[src/rtl/uart_rx.sv]
`default_nettype none
// ============================================================================
//  Module      : uart_rx
//  Description : 8N1 UART receiver with 16x oversampling, a 2-flop input
//                synchronizer, and a ready/valid output. Frame errors and
//                overruns are reported as single-cycle pulses.
//                Optional build macro UART_RX_FIFO_EN selects a 4-entry
//                FIFO in place of the single holding register.
//  Revision    : 1.0 - initial release
// ============================================================================
module uart_rx #(
  parameter int CLK_HZ = 100_000_000,
  parameter int BAUD   = 9600
) (
  input  logic       clk,
  input  logic       reset,
  input  logic       rx,
  output logic [7:0] rx_data,
  output logic       rx_valid,
  input  logic       rx_ready,
  output logic       frame_err,
  output logic       overrun
);

  // Oversample divider. The divide ratio is clamped to at least 1 so that
  // odd parameter choices still elaborate.
  localparam int DIV_RAW = CLK_HZ / (BAUD * 16);
  localparam int DIV     = (DIV_RAW < 1) ? 1 : DIV_RAW;
  localparam int DIV_W   = (DIV > 1) ? $clog2(DIV) : 1;
  localparam logic [DIV_W-1:0] DIV_LAST = DIV_W'(DIV - 1);

  // Receiver states.
  localparam logic [1:0] IDLE  = 2'd0;
  localparam logic [1:0] START = 2'd1;
  localparam logic [1:0] DATA  = 2'd2;
  localparam logic [1:0] STOP  = 2'd3;

  // Input synchronizer and edge history.
  logic             rx_meta;
  logic             rx_sync;
  logic             rx_prev;

  // Receiver datapath.
  logic [1:0]       state;
  logic [DIV_W-1:0] div_cnt;
  logic             tick;
  logic [3:0]       tick_cnt;
  logic [2:0]       bit_cnt;
  logic [7:0]       shift_reg;

  // Handshake / event qualifiers.
  logic             fall;
  logic             stop_sample;
  logic             deliver;
  logic             stop_bad;
  logic             pop;

  // Two-flop synchronizer; loads idle-high on reset so no false start bit.
  always_ff @(posedge clk) begin
    if (reset) begin
      rx_meta <= 1'b1;
      rx_sync <= 1'b1;
      rx_prev <= 1'b1;
    end else begin
      rx_meta <= rx;
      rx_sync <= rx_meta;
      rx_prev <= rx_sync;
    end
  end

  // A start is only a true 1->0 transition, so a line held low cannot retrigger.
  assign fall = rx_prev & ~rx_sync;

  // The divider only runs outside IDLE, so every frame starts from count 0.
  assign tick = (state != IDLE) && (div_cnt == DIV_LAST);

  // The stop bit is judged on the 16th tick of the STOP state.
  assign stop_sample = (state == STOP) && tick && (tick_cnt == 4'd15);
  assign deliver     = stop_sample &  rx_sync;
  assign stop_bad    = stop_sample & ~rx_sync;
  assign pop         = rx_valid & rx_ready;

  // Oversample divider: held at zero in IDLE, wraps on every tick.
  always_ff @(posedge clk) begin
    if (reset) begin
      div_cnt <= '0;
    end else if (state == IDLE) begin
      div_cnt <= '0;
    end else if (tick) begin
      div_cnt <= '0;
    end else begin
      div_cnt <= div_cnt + 1'b1;
    end
  end

  // Frame state machine: mid-start check, eight data samples, stop check.
  always_ff @(posedge clk) begin
    if (reset) begin
      state     <= IDLE;
      tick_cnt  <= '0;
      bit_cnt   <= '0;
      shift_reg <= '0;
    end else begin
      case (state)
        IDLE: begin
          tick_cnt <= '0;
          bit_cnt  <= '0;
          if (fall) begin
            state <= START;
          end
        end

        START: begin
          if (tick) begin
            if (tick_cnt == 4'd7) begin
              // Middle of the start bit: a high line here was just a glitch.
              tick_cnt <= '0;
              if (!rx_sync) begin
                state <= DATA;
              end else begin
                state <= IDLE;
              end
            end else begin
              tick_cnt <= tick_cnt + 4'd1;
            end
          end
        end

        DATA: begin
          if (tick) begin
            // Counter wraps 15 -> 0, so each bit gets a full 16 ticks.
            tick_cnt <= tick_cnt + 4'd1;
            if (tick_cnt == 4'd15) begin
              shift_reg <= {rx_sync, shift_reg[7:1]};
              bit_cnt   <= bit_cnt + 3'd1;
              if (bit_cnt == 3'd7) begin
                state <= STOP;
              end
            end
          end
        end

        STOP: begin
          if (tick) begin
            if (tick_cnt == 4'd15) begin
              tick_cnt <= '0;
              state    <= IDLE;
            end else begin
              tick_cnt <= tick_cnt + 4'd1;
            end
          end
        end

        default: begin
          state <= IDLE;
        end
      endcase
    end
  end

  // Frame error is a registered copy of the bad-stop qualifier (one cycle).
  always_ff @(posedge clk) begin
    if (reset) begin
      frame_err <= 1'b0;
    end else begin
      frame_err <= stop_bad;
    end
  end

`ifdef UART_RX_FIFO_EN

  // Four-entry FIFO; a pop frees a slot in the same cycle as a push.
  logic [7:0] fifo_mem [4];
  logic [1:0] wr_ptr;
  logic [1:0] rd_ptr;
  logic [2:0] count;
  logic       full;
  logic       push;

  assign full = (count == 3'd4);
  assign push = deliver && (!full || pop);

  // FIFO storage, pointers, occupancy and overrun pulse.
  always_ff @(posedge clk) begin
    if (reset) begin
      for (int i = 0; i < 4; i++) begin
        fifo_mem[i] <= 8'h00;
      end
      wr_ptr  <= '0;
      rd_ptr  <= '0;
      count   <= '0;
      overrun <= 1'b0;
    end else begin
      overrun <= deliver && full && !pop;
      if (push) begin
        fifo_mem[wr_ptr] <= shift_reg;
        wr_ptr           <= wr_ptr + 2'd1;
      end
      if (pop) begin
        rd_ptr <= rd_ptr + 2'd1;
      end
      case ({push, pop})
        2'b10:   count <= count + 3'd1;
        2'b01:   count <= count - 3'd1;
        default: count <= count;
      endcase
    end
  end

  assign rx_data  = fifo_mem[rd_ptr];
  assign rx_valid = (count != 3'd0);

`else

  // Single holding register.
  logic [7:0] hold_data;
  logic       hold_valid;

  // Holding register: new byte wins only if the slot is free or being popped.
  always_ff @(posedge clk) begin
    if (reset) begin
      hold_data  <= 8'h00;
      hold_valid <= 1'b0;
      overrun    <= 1'b0;
    end else begin
      overrun <= 1'b0;
      if (deliver) begin
        if (!hold_valid || pop) begin
          hold_data  <= shift_reg;
          hold_valid <= 1'b1;
        end else begin
          // Slot occupied and not draining: drop the new byte, keep the old.
          overrun <= 1'b1;
        end
      end else if (pop) begin
        hold_valid <= 1'b0;
      end
    end
  end

  assign rx_data  = hold_data;
  assign rx_valid = hold_valid;

`endif

endmodule
`default_nettype wire

[config.mk]
export PLATFORM = sky130hd
export DESIGN_NAME = uart_rx
export DESIGN_NICKNAME = d
export VERILOG_FILES = /design/src/rtl/uart_rx.sv
export SDC_FILE = /design/constraint.sdc
export NUM_CORES = 1
export LEC_CHECK = 0
export ABC_CLOCK_PERIOD_IN_PS = 2800
export BUFFER_PORTS_ARGS = -buffer_cell sky130_fd_sc_hd__buf_2
export CAP_MARGIN = 10
export CORE_MARGIN = 10
export CORE_UTILIZATION = 29
export DETAILED_ROUTE_END_ITERATION = 7
export GPL_ROUTABILITY_DRIVEN = 0
export GPL_TIMING_DRIVEN = 1
export PLACE_DENSITY = 0.51
export SYNTH_ARGS = -nofsm -noshare
export SYNTH_HDL_FRONTEND = slang
export SYNTH_SLANG_ARGS = --single-unit
[constraint.sdc]
create_clock -name clk -period 2.8 [get_ports clk]
set_clock_uncertainty 0.05 [all_clocks]
set_input_delay 0.14 -clock clk [delete_from_list [all_inputs] [get_ports clk]]
set_output_delay 0.14 -clock clk [all_outputs]
set_load 0.01 [all_outputs]
* Word-level counts from Yosys, hierarchy flattened *
Cells that the tools add are included.

storage, ports and cells
  memories = 0
  register bits after elaboration = 41
  output and inout port bits = 11
  logic and storage cells = 77
  latch bits = 0
  memory bits (read-only) = 0
  memory bits (writable) = 0
  input bits = 4

operators by class
  equal/unequal tests = 16
  bitwise gates (word level) = 6
  divide/modulo/power cells = 0
  shift-type cells = 0
  add/subtract/negate cells = 3
  reductions and logical operators = 17
  order comparisons = 0
  multipliers = 0
  multiplexer cells = 23

operators with widths
  kind                                                   number
  2-to-1 mux 4 bit                                       5
  2-to-1 mux 2 bit                                       9
  case mux 4 bit (4 select lines)                        1
  inequality test 2 bit, second input constant           7
  adder 10 x 1 -> 10 bit, second input constant          1
  == test 10 bit, second input constant                  1
  AND reduction 3 bit                                    3
  case mux 2 bit (4 select lines)                        1
  AND reduction 8 bit                                    1
  2-to-1 mux 3 bit                                       2
  case mux 3 bit (2 select lines)                        1
  nonzero test 2 bit                                     3
  adder 4 x 1 -> 4 bit, second input constant            1
  AND 1 bit                                              4
  == test 2 bit, second input constant                   2
  == test 4 x 3 -> 1 bit, second input constant          1
  == test 4 bit, second input constant                   1
  2-to-1 mux 1 bit                                       4
  inequality test 2 x 1 -> 1 bit, second input constant  2
  AND reduction 2 bit                                    2
  adder 3 x 1 -> 3 bit, second input constant            1
  == test 3 bit, second input constant                   1
  logical AND 1 bit                                      3
  OR reduction 3 bit                                     1
  other kinds (6)                                        7

* Longest topological paths before layout *
  depth after elaboration = 7
  gate-level depth with buffers = 7
  gate-level depth less buffers = 6

* Worst setup path after synthesis *
Ideal clock, no wire load.

  path kind = flip-flop to flip-flop
  start point = register div_cnt[7]
  end point = register hold_data[0], in the netlist rx_data[0]
  data arrival time = 1807 ps
  slack = 823 ps
  period minus slack after synthesis = 1977 ps
  buffers on the path = 1
  required time = 2630 ps
  cell stages (with the launch flop) = 6
  setup time = 120 ps
  cells stage by stage = dfxtp_1 > or3b_1 > or4_4 > or3_1 > buf_4 > mux2i_1

on the way
  word-level cells in the longest chain between the ends = 6

ends and longest elaborated chain
  item                                  RTL line  RTL
  from (decl)                           45        logic [DIV_W-1:0] div_cnt;
  from (signal assigned)                92        div_cnt <= div_cnt + 1'b1;
  == test 10 bit                        75        assign tick = (state != IDLE) && (div_cnt == DIV_LAST);
  logical AND 1 bit                     75
  logical AND 1 bit (2 in a row)        78        assign stop_sample = (state == STOP) && tick && (tick_cnt == 4'd15);
  AND 1 bit                             79        assign deliver = stop_sample & rx_sync;
  AND reduction 2 bit (no source line)  --
  to (signal assigned)                  229       hold_data <= shift_reg;
  to (decl)                             216       logic [7:0] hold_data;

Every way passes these cells.
A chain may end at the register's enable or synchronous reset.

* Final worst setup path *
  start point = register div_cnt[0]
  end point = register hold_data[6], in the netlist rx_data[6]

The elaborated chain is that of the path after synthesis.

==> run metrics <==
outcome finished, final reports clean; Routed WL per cell 11.5 um; syn avg cell area 9.41 um2; Synth-to-Final Area Change 16.4%; global-route wire length before repair 5.62 mm; warnings from Yosys 0; unrepaired setup endpoints after global routing false; critical path arrival 2.38 ns; Worst setup EP type flip-flop; kind of critical path reg -> reg; Critical Path RT 2.92 ns; Worst-Margin Slew 0.589 ns; Clock Pin Slew Worst Setup and Hold Paths 0.08 ns; synthesized flop and latch total 41; Post-Synthesis Net Count 187; row cnt 27; largest net degree at the start of global routing 23; Port Buf Inserts 14; CTS tree built; P per Cell Area 567 nW/um2; total gr overflow 0; slew margin rel. 60.4%; Cell Count Post-Placement 259; CP Launch Type flip-flop; Max stage delay on crit path 0.61 ns; Final ANT Viol Nets 0; chip width 96.0 um; Initial Utilization 30.2%; cells after synthesis 178; TritonCTS sink count 41; Hold WC Path Type in -> reg; max reg flops 10; crit path max fanout 13; fillers 571; Final min period 2.26 ns; number of global-route vias before repair 1,213; Post-route DRC 0; Worst VDD drop 0.000248 V; leak pwr 0.786 nW; dpl hpwl 2.14 mm; Hold Path Stages 2; Post-CTS Setup Bufs 0; antenna diode count 0; initial antenna violation count 0; Mapped Area 1670 um2; GRT Util Overall 7.57%; CTS root buf clkbuf_8; post-layout net count 204; number of buffers on the longest clock path 2; CTS buffer count 5; share of post-route cells with drive strength above 1 15.8%; vias 1,220; final core occ 35.2%; DR pass1 iterations 4; die area 9210 um2; final hold violations 0; # IOs 15; final WL 3.08 mm; Peak Freq 443 MHz; H-tree levels 2; mean number of vias per cell 4.55; unique cell type count in the Yosys netlist 35; Slowest-stage cell, CP or3_1; post-synthesis sequential area ratio 49.0%; Non-Filler Instances 268; worst skew pair latency 0.29 ns; Worst R2R Path Depth 6; setup TNS 0 ns; Slew Limit Fails 0; die height 96.0 um; core area 5540 um2; Final period util 80.6%; final setup fails 0; DR iter-0 viols 85; total of max-cap violations 0; Cell Chain, Critical Path inv_1 -> ha_1 -> nand4b_1 -> or4_4 -> or3_1 -> mux2i_1
## layer usage
metal	track usage, %	vias to the layer above	share of wire (%)
li1	-	651	-
met1	10.1	552	54
met2	10.8	13	42
met3	2.80	4	3.6
met4	2.95	0	0.94
met5	0	-	0
## final timing paths
path / start / endpoint / slack, ns
worst max-delay path: div_cnt[0]$_SDFF_PP0_ / rx_data[6]$_SDFFE_PP0P_ / 0.54
worst min-delay path: reset / rx_valid$_SDFFE_PP0P_ / 0.07
worst min register to register: rx_meta$_SDFF_PP1_ / rx_sync$_SDFF_PP1_ / 0.36
worst max register to register: div_cnt[0]$_SDFF_PP0_ / rx_data[6]$_SDFFE_PP0P_ / 0.54
## synth_stat cells, drive strengths merged
cell	count	area (um2)
mux2i	18	180
clkbuf	6	22.5
and4	1	8.76
a22oi	1	7.51
o41ai	2	17.5
nor4	2	18.8
nand4	2	12.5
a21oi	3	15.0
dfxtp	41	821
or3b	1	8.76
nand3b	1	7.51
or4	2	18.8
nor2	16	60.1
nand2b	1	6.26
or2	4	25.0
nand4b	1	8.76
nor4bb	1	10.0
xor2	2	17.5
xnor2	6	52.6
or3	1	6.26
inv	4	15.0
o31ai	1	7.51
buf	1	7.51
o211ai	2	15.0
a211oi	2	15.0
nand3	8	45.0
nor3	5	25.0
o21ai	1	5.00
a31oi	1	6.26
ha	5	62.6
o311ai	2	17.5
nand2	34	128
## placed cells by master, fill, tap and decap left out, types with 2 or more instances in the layout
cell type / n
o211ai_1: 2
nand3_1: 7
xor2_1: 2
xnor2_1: 6
ha_1: 5
o311ai_0: 2
nand4_1: 2
a21oi_1: 3
dfxtp_1: 41
nor2_1: 16
nor3_1: 5
mux2i_1: 18
buf_4: 2
clkbuf_8: 6
a211oi_1: 2
o41ai_1: 2
inv_1: 4
nand2_1: 34
buf_2: 14
or2_2: 4
## through the flow
step | power (W) | worst slack (ns) | hold WS [ns] | area [um2]
after floorplan | 0.000619 | 0.823 | 0.194 | 1670
after global routing | 0.00115 | 0.387 | 0.0968 | 1950
after global placement | 0.000626 | 0.561 | 0.279 | 1820
after CTS | 0.00113 | 0.510 | 0.0724 | 1950
after detailed placement | 0.000626 | 0.518 | 0.280 | 1820
final | 0.00111 | 0.543 | 0.0716 | 1950
## logic make-up after synthesis
kind of cell    Yosys count  synth area share, %
xor+xnor                  8                 4.19
compound gates           15                 6.35
buf+inv                  11                 2.69
mux                      18                 10.8
simple gates             80                 23.2
fa+ha+maj                 5                 3.74
flops                    41                 49.0
## where the power goes
group / switching, W / internal [W]
sequential: 0.00000378 / 0.000586
clock: 0.000203 / 0.000290
combinational: 0.0000152 / 0.00000817
## critical path, delay by kind of cell (launching register included)
kind                       cells  cell delay, ns
adders and majority gates      1            0.13
buffers and inverters          1            0.07
DFF                            1            0.35
muxes                          1            0.18
and+or+nand+nor                3            1.35
## cell type report
cell class	count	area (um2)	share of cell area (%)
Clock buffer	6	82.6	4.24
Sequential cell	41	821	42.1
Inverter	4	15.0	0.770
Multi-Input combinational cell	126	808	41.5
Tap cell	72	90.1	4.62
Clock inverter	2	37.5	1.93
Timing Repair Buffer	17	95.1	4.88
## what timing repair did
action | 4_1_cts | 5_1_grt
hold endpoints to repair | 1 | 0
hold buffers | 1 | 0
gates resized for setup | 0 | 0
Power figures use the tool's default switching activity.
